[src/rtl/pixel_fetch_pkg.sv]
// Shared types and constants for the pixel fetch arbiter: FSM states, default
// active-window limits and the flag bit positions in the response word.
package pixel_fetch_pkg;

  typedef enum logic [2:0] {
    StIdle,
    StPulse,
    StSettle,
    StCheck,
    StResp
  } state_e;

  localparam int unsigned XMinDefault     = 6;
  localparam int unsigned XMaxDefault     = 637;
  localparam int unsigned XLineEndDefault = 640;

  localparam int unsigned ValidBit   = 24;
  localparam int unsigned TimeoutBit = 31;

  localparam int unsigned RetryW  = 10;
  localparam int unsigned SettleW = 8;

endpackage

[src/rtl/pixel_rr_arb2.sv]
// Two-request round-robin arbiter. On a tie the port not granted last wins;
// the last-grant register only moves when the owner strobes update.
module pixel_rr_arb2 (
  input  logic       csi_clk,
  input  logic       rsi_reset_n,
  input  logic [1:0] req,
  input  logic       update,
  input  logic       update_port,
  output logic       grant,
  output logic       valid
);

  logic last_q;

  always_ff @(posedge csi_clk or negedge rsi_reset_n) begin
    if (!rsi_reset_n) begin
      last_q <= 1'b1;
    end else if (update) begin
      last_q <= update_port;
    end
  end

  always_comb begin
    valid = |req;
    if (req[0] && req[1]) begin
      grant = ~last_q;
    end else begin
      grant = req[1];
    end
  end

endmodule

[src/rtl/pixel_fetch_arbiter.sv]
// Serves two Avalon-MM read ports from one pixel source: pulses the pixel clock,
// waits for the source to settle, then classifies the column and returns a word.
module pixel_fetch_arbiter
  import pixel_fetch_pkg::*;
#(
  parameter int unsigned X_MIN         = XMinDefault,
  parameter int unsigned X_MAX         = XMaxDefault,
  parameter int unsigned X_LINE_END    = XLineEndDefault,
  parameter int unsigned SETTLE_CYCLES = 2,
  parameter int unsigned MAX_RETRY     = 1023
) (
  input  logic        csi_clk,
  input  logic        rsi_reset_n,
  input  logic [7:0]  coe_c0_red,
  input  logic [7:0]  coe_c1_green,
  input  logic [7:0]  coe_c2_blue,
  input  logic [10:0] coe_c5_x,
  input  logic [10:0] coe_c6_y,
  output logic        coe_c4_requestclock,
  input  logic        avs_s0_read,
  input  logic        avs_s1_read,
  output logic        avs_s0_waitrequest,
  output logic        avs_s1_waitrequest,
  output logic [31:0] avs_s0_readdata,
  output logic [31:0] avs_s1_readdata
);

  state_e              state_q, state_d;
  logic                grant_q, grant_d;
  logic [31:0]         data_q, data_d;
  logic [RetryW-1:0]   retry_q, retry_d;
  logic [SettleW-1:0]  settle_q, settle_d;
  logic                reqclk_q;

  logic        arb_grant, arb_valid, arb_update;
  logic [31:0] x_ext, retry_next;
  logic        x_active, x_legal;
  logic        resp0, resp1;
  logic        unused_y;

  // Row is irrelevant to the window decision.
  assign unused_y = ^coe_c6_y;

  pixel_rr_arb2 u_arb (
    .csi_clk     (csi_clk),
    .rsi_reset_n (rsi_reset_n),
    .req         ({avs_s1_read, avs_s0_read}),
    .update      (arb_update),
    .update_port (grant_q),
    .grant       (arb_grant),
    .valid       (arb_valid)
  );

  assign x_ext      = {21'b0, coe_c5_x};
  assign x_active   = (x_ext >= X_MIN) && (x_ext <= X_MAX);
  assign x_legal    = (x_ext != 32'd0) && (x_ext <= X_LINE_END);
  assign retry_next = {22'b0, retry_q} + 32'd1;

  always_comb begin
    state_d    = state_q;
    grant_d    = grant_q;
    data_d     = data_q;
    retry_d    = retry_q;
    settle_d   = settle_q;
    arb_update = 1'b0;
    unique case (state_q)
      StIdle: begin
        if (arb_valid) begin
          state_d  = StPulse;
          grant_d  = arb_grant;
          retry_d  = '0;
          settle_d = SettleW'(SETTLE_CYCLES);
        end
      end
      StPulse: begin
        state_d = (settle_q == '0) ? StCheck : StSettle;
      end
      StSettle: begin
        if (settle_q <= SettleW'(1)) begin
          settle_d = '0;
          state_d  = StCheck;
        end else begin
          settle_d = settle_q - SettleW'(1);
        end
      end
      StCheck: begin
        if (x_active) begin
          data_d           = {8'h00, coe_c0_red, coe_c1_green, coe_c2_blue};
          data_d[ValidBit] = 1'b1;
          state_d          = StResp;
        end else if (x_legal) begin
          data_d  = '0;
          state_d = StResp;
        end else if (retry_next >= MAX_RETRY) begin
          // Counter is left where it is so it can never wrap.
          data_d             = '0;
          data_d[TimeoutBit] = 1'b1;
          state_d            = StResp;
        end else begin
          retry_d  = retry_q + RetryW'(1);
          settle_d = SettleW'(SETTLE_CYCLES);
          state_d  = StPulse;
        end
      end
      StResp: begin
        arb_update = 1'b1;
        state_d    = StIdle;
      end
      default: state_d = StIdle;
    endcase
  end

  always_ff @(posedge csi_clk or negedge rsi_reset_n) begin
    if (!rsi_reset_n) begin
      state_q  <= StIdle;
      grant_q  <= 1'b0;
      data_q   <= '0;
      retry_q  <= '0;
      settle_q <= '0;
      reqclk_q <= 1'b0;
    end else begin
      state_q  <= state_d;
      grant_q  <= grant_d;
      data_q   <= data_d;
      retry_q  <= retry_d;
      settle_q <= settle_d;
      reqclk_q <= (state_d == StPulse);
    end
  end

  assign coe_c4_requestclock = reqclk_q;

  assign resp0 = (state_q == StResp) && !grant_q;
  assign resp1 = (state_q == StResp) && grant_q;

  assign avs_s0_waitrequest = avs_s0_read && !resp0;
  assign avs_s1_waitrequest = avs_s1_read && !resp1;
  assign avs_s0_readdata    = resp0 ? data_q : 32'h0;
  assign avs_s1_readdata    = resp1 ? data_q : 32'h0;

endmodule

[config.mk]
export PLATFORM = sky130hd
export DESIGN_NAME = pixel_fetch_arbiter
export DESIGN_NICKNAME = d
export VERILOG_FILES = /design/src/rtl/pixel_fetch_pkg.sv /design/src/rtl/pixel_rr_arb2.sv /design/src/rtl/pixel_fetch_arbiter.sv
export SDC_FILE = /design/constraint.sdc
export NUM_CORES = 1
export LEC_CHECK = 0
export BUFFER_PORTS_ARGS = -buffer_cell sky130_fd_sc_hd__buf_2
export CELL_PAD_IN_SITES_DETAIL_PLACEMENT = 1
export CELL_PAD_IN_SITES_GLOBAL_PLACEMENT = 1
export CORE_ASPECT_RATIO = 0.9
export CORE_MARGIN = 2
export CORE_UTILIZATION = 36
export CTS_BUF_LIST = sky130_fd_sc_hd__clkbuf_4
export DETAILED_ROUTE_END_ITERATION = 7
export GPL_ROUTABILITY_DRIVEN = 0
export GPL_TIMING_DRIVEN = 0
export HOLD_SLACK_MARGIN = 0.08
export PLACE_DENSITY = 0.86
export SLEW_MARGIN = 5
export SYNTH_ARGS = -nofsm -noshare
export SYNTH_HDL_FRONTEND = slang
export SYNTH_SLANG_ARGS = --single-unit
[constraint.sdc]
create_clock -name csi_clk -period 2.67 [get_ports csi_clk]
set_input_delay 0.1335 -clock csi_clk [delete_from_list [all_inputs] [get_ports csi_clk]]
set_output_delay 0.1335 -clock csi_clk [all_outputs]
set_load 0.01 [all_outputs]
==> out/metrics.yaml <==
timing:
  tightest_slew_ns: 1.15
  tns_ns: 0
  period_minus_slack_ns: 2.50
  timing.hold.ws_ns: 0.0988
  finalCritPeriodShare_pct: 93.7
  finClkSkew_ns: 0.0180
  setup_viol: 0
  slew_viol_final: 0
  relSlewSlack_pct: 23.6
  hold_viol: 0
  max_freq_mhz: 400
  rsz0062_at_grt: "no"
min_path:
  hold_path_depth: 2
  worstHoldPathType: "in2reg"
synthesis:
  ys_types: 56
  synth_edf_count: 0
  synthArstFlopShare_pct: 100
  synth_top_cell_by_area: "dfrtp_1"
  synth_top_flop_cell: "dfrtp_1"
  syn_area_sq_mm: 0.00308
  synth_top_area_share_pct: 39.8
  ys_seq_elements: 50
  syn_inst: 368
  synth_area_leaders: "dfrtp_1 (40%), and2_1 (11%), nand2_1 (7.9%), o21ai_0 (4.5%), buf_4 (3.2%)"
  yosysWarningCount: 0
  synth-seq-area-share_pct: 40.7
  syn_avg_cell_area_sq_um: 8.37
drt:
  dr.pass1.iters: 4
  vias: 3126
  via_per_inst: 5.05
  ant_nets: 0
  route.detailed.drc: 0
  wl_per_cell_microns: 15.9
  finalWirelength_microns: 9820
  drt_iter0_drc: 74
status:
  run_status: "finished clean"
global_routing:
  grt_pass1_wl_microns: 16300
  antenna_found_initial: 0
  grt.total_usage_pct: 21.9
  overflow: 0
  grt_max_degree: 51
  grt_pass1_vias: 3414
clock_tree:
  cts_tree: "done"
  cts_buffers: 5
  clock_latency_ns: 0.38
  h-tree-depth: 2
  cts_setup_buffers: 0
  cts_max_path_buffers: 2
  clk_pin_slew_ns: 0.17
  root_buffer: "clkbuf_4"
  cts_sinks: 50
floorplan:
  initial_core_util_pct: 37.6
  core_sq_mm: 0.00818
  die_w_microns: 102
  row_count: 31
  ioPinCount: 117
  fp.dieArea_sq_mm: 0.00931
  die_h_microns: 91.8
finish:
  multi_input_comb_area_sq_mm: 0.00166
  design_area_sq_mm: 0.00408
  nNetsFinal: 557
  ff_latch_area_sq_mm: 0.00125
  fill_cells: 1018
  drive_above_1_share_pct: 28.0
  n_antenna_cell: 0
  areaGrowthSynthToFinish_pct: 32.3
placement:
  place_area_sq_mm: 0.00373
  portBuffers: 93
  hpwlAfterDp_microns: 7090
setup_path:
  arrival_ns: 2.76
  cp_max_fo: 10
  rr_worst_depth: 10
  cp-end-kind: "flip-flop"
  start_kind: "flip-flop"
  required_ns: 2.93
  critPathKind: "reg2reg"
power_and_ir_drop:
  peakVddDrop_v: 0.000264
  power.total_mw: 2.76
  p_leak_nw: 2.00
  p_per_area_mw_per_mm2: 678
run:
  drv_cap: 0
flip-flops by register name (all words and copies together) (netlist names):
name,cells
u_arb.last_q,1
grant_q,1
settle_q,8
data_q,26
retry_q,10
state_q,3
coe_c4_requestclock,1
area by class of cell:
class / count / area share, %
multi-input cells: 287 / 40.7
clock buffers: 5 / 0.921
inverters: 10 / 0.921
flip-flops and latches: 50 / 30.7
clock inverters: 3 / 1.10
plain buffers: 31 / 4.54
repair buffers: 118 / 17.6
well taps: 115 / 3.53
report_power, final:
part           switching [mW]  internal, mW
Combinational           0.643         0.437
Sequential              0.203          1.02
Clock                   0.265         0.197
cells by family after synthesis:
kind of cell	count (synthesis)	share of synthesized area [%]
muxes	4	1.50
AOI/OAI and AO/OA	74	16.0
other	1	0.122
and+or+nand+nor	191	32.4
buffers and inverters	42	7.11
adders and majority gates	4	1.62
DFF	50	40.7
xor gates and xnor gates	2	0.569
critical path, stage by stage, from the launching register on:
cell and delay, ns:
dfrtp_1 0.49, ha_1 0.22, buf_2 0.18, nor4bb_1 0.29, nand4_1 0.13, o21ai_1 0.13
nand4_2 0.19, a21o_1 0.28, clkbuf_2 0.24, nand2_1 0.12, o21ai_0 0.10
synthesized netlist by cell type (all sizes together), types with 4 or more instances:
library cell  number
a21oi              8
a31oi              7
and2              55
buf               19
clkbuf            13
dfrtp             49
ha                 4
inv               10
nand2             66
nand3             14
nand4              8
nor2              20
nor2b              5
nor3               9
o21ai             34
or3                4
routing by layer:
metal | share of wire, % | GRT usage, % | vias up
met4 | 1.7 | 6.42 | 0
met1 | 42 | 25.7 | 1539
met5 | 0 | 0 | -
met2 | 53 | 40.8 | 72
li1 | - | - | 1503
met3 | 3.1 | 2.74 | 12
path summary, 6_finish.rpt:
check,startpoint,endpoint,slack (ns)
min in group asynchronous,rsi_reset_n,retry_q[1]$_DFFE_PN0P_,0.50
worst min-delay path,avs_s1_read,grant_q$_DFFE_PN0P_,0.1
max in group asynchronous,rsi_reset_n,data_q[0]$_DFFE_PN0P_,1.46
worst max-delay path,retry_q[0]$_DFFE_PN0P_,data_q[13]$_DFFE_PN0P_,0.17
worst max register to register,retry_q[0]$_DFFE_PN0P_,data_q[13]$_DFFE_PN0P_,0.17
worst min register to register,data_q[23]$_DFFE_PN0P_,data_q[23]$_DFFE_PN0P_,0.51
repair_timing:
item,4_1_cts,5_1_grt
hold buffers,25,0
pin swaps,0,0
resized for setup,2,13
endpoints found under the setup margin,39,59
hold endpoints to repair,73,0
cell usage in the layout (no fill, tap or decap), types with 2 or more instances in the layout:
cell / synthesis / routed
o21ai_1: 6 / 7
nand3_1: 13 / 13
clkbuf_4: 0 / 5
inv_1: 10 / 10
o22a_1: 3 / 3
buf_4: 13 / 13
nor3_1: 8 / 8
nor2b_1: 5 / 5
clkbuf_2: 0 / 6
nor2_1: 20 / 19
a21o_1: 2 / 2
clkinvlp_4: 0 / 2
nand2_1: 65 / 65
mux2i_1: 2 / 2
o21a_1: 3 / 3
nand4_1: 7 / 7
or3_1: 3 / 3
o21bai_1: 2 / 2
a31oi_1: 7 / 7
conb_1: 1 / 12
and3_1: 3 / 2
and2_1: 54 / 54
o31a_1: 2 / 2
a21oi_1: 8 / 8
buf_2: 4 / 97
ha_1: 4 / 4
xnor2_1: 2 / 2
dfrtp_1: 49 / 49
o21ai_0: 28 / 27
o22ai_1: 3 / 3
clkbuf_1: 13 / 6
dlygate4sd3_1: 0 / 25
stage by stage:
stage	setup slack (ns)	std cells	util [%]
global route	0.00320	619	49.8
global placement	0.273	587	45.6
floorplan	0.499	379	-
finish	0.169	619	49.8
detailed placement	0.138	587	45.6
CTS	0.0497	619	49.7
Note: power is estimated with default switching activity, not from simulation.
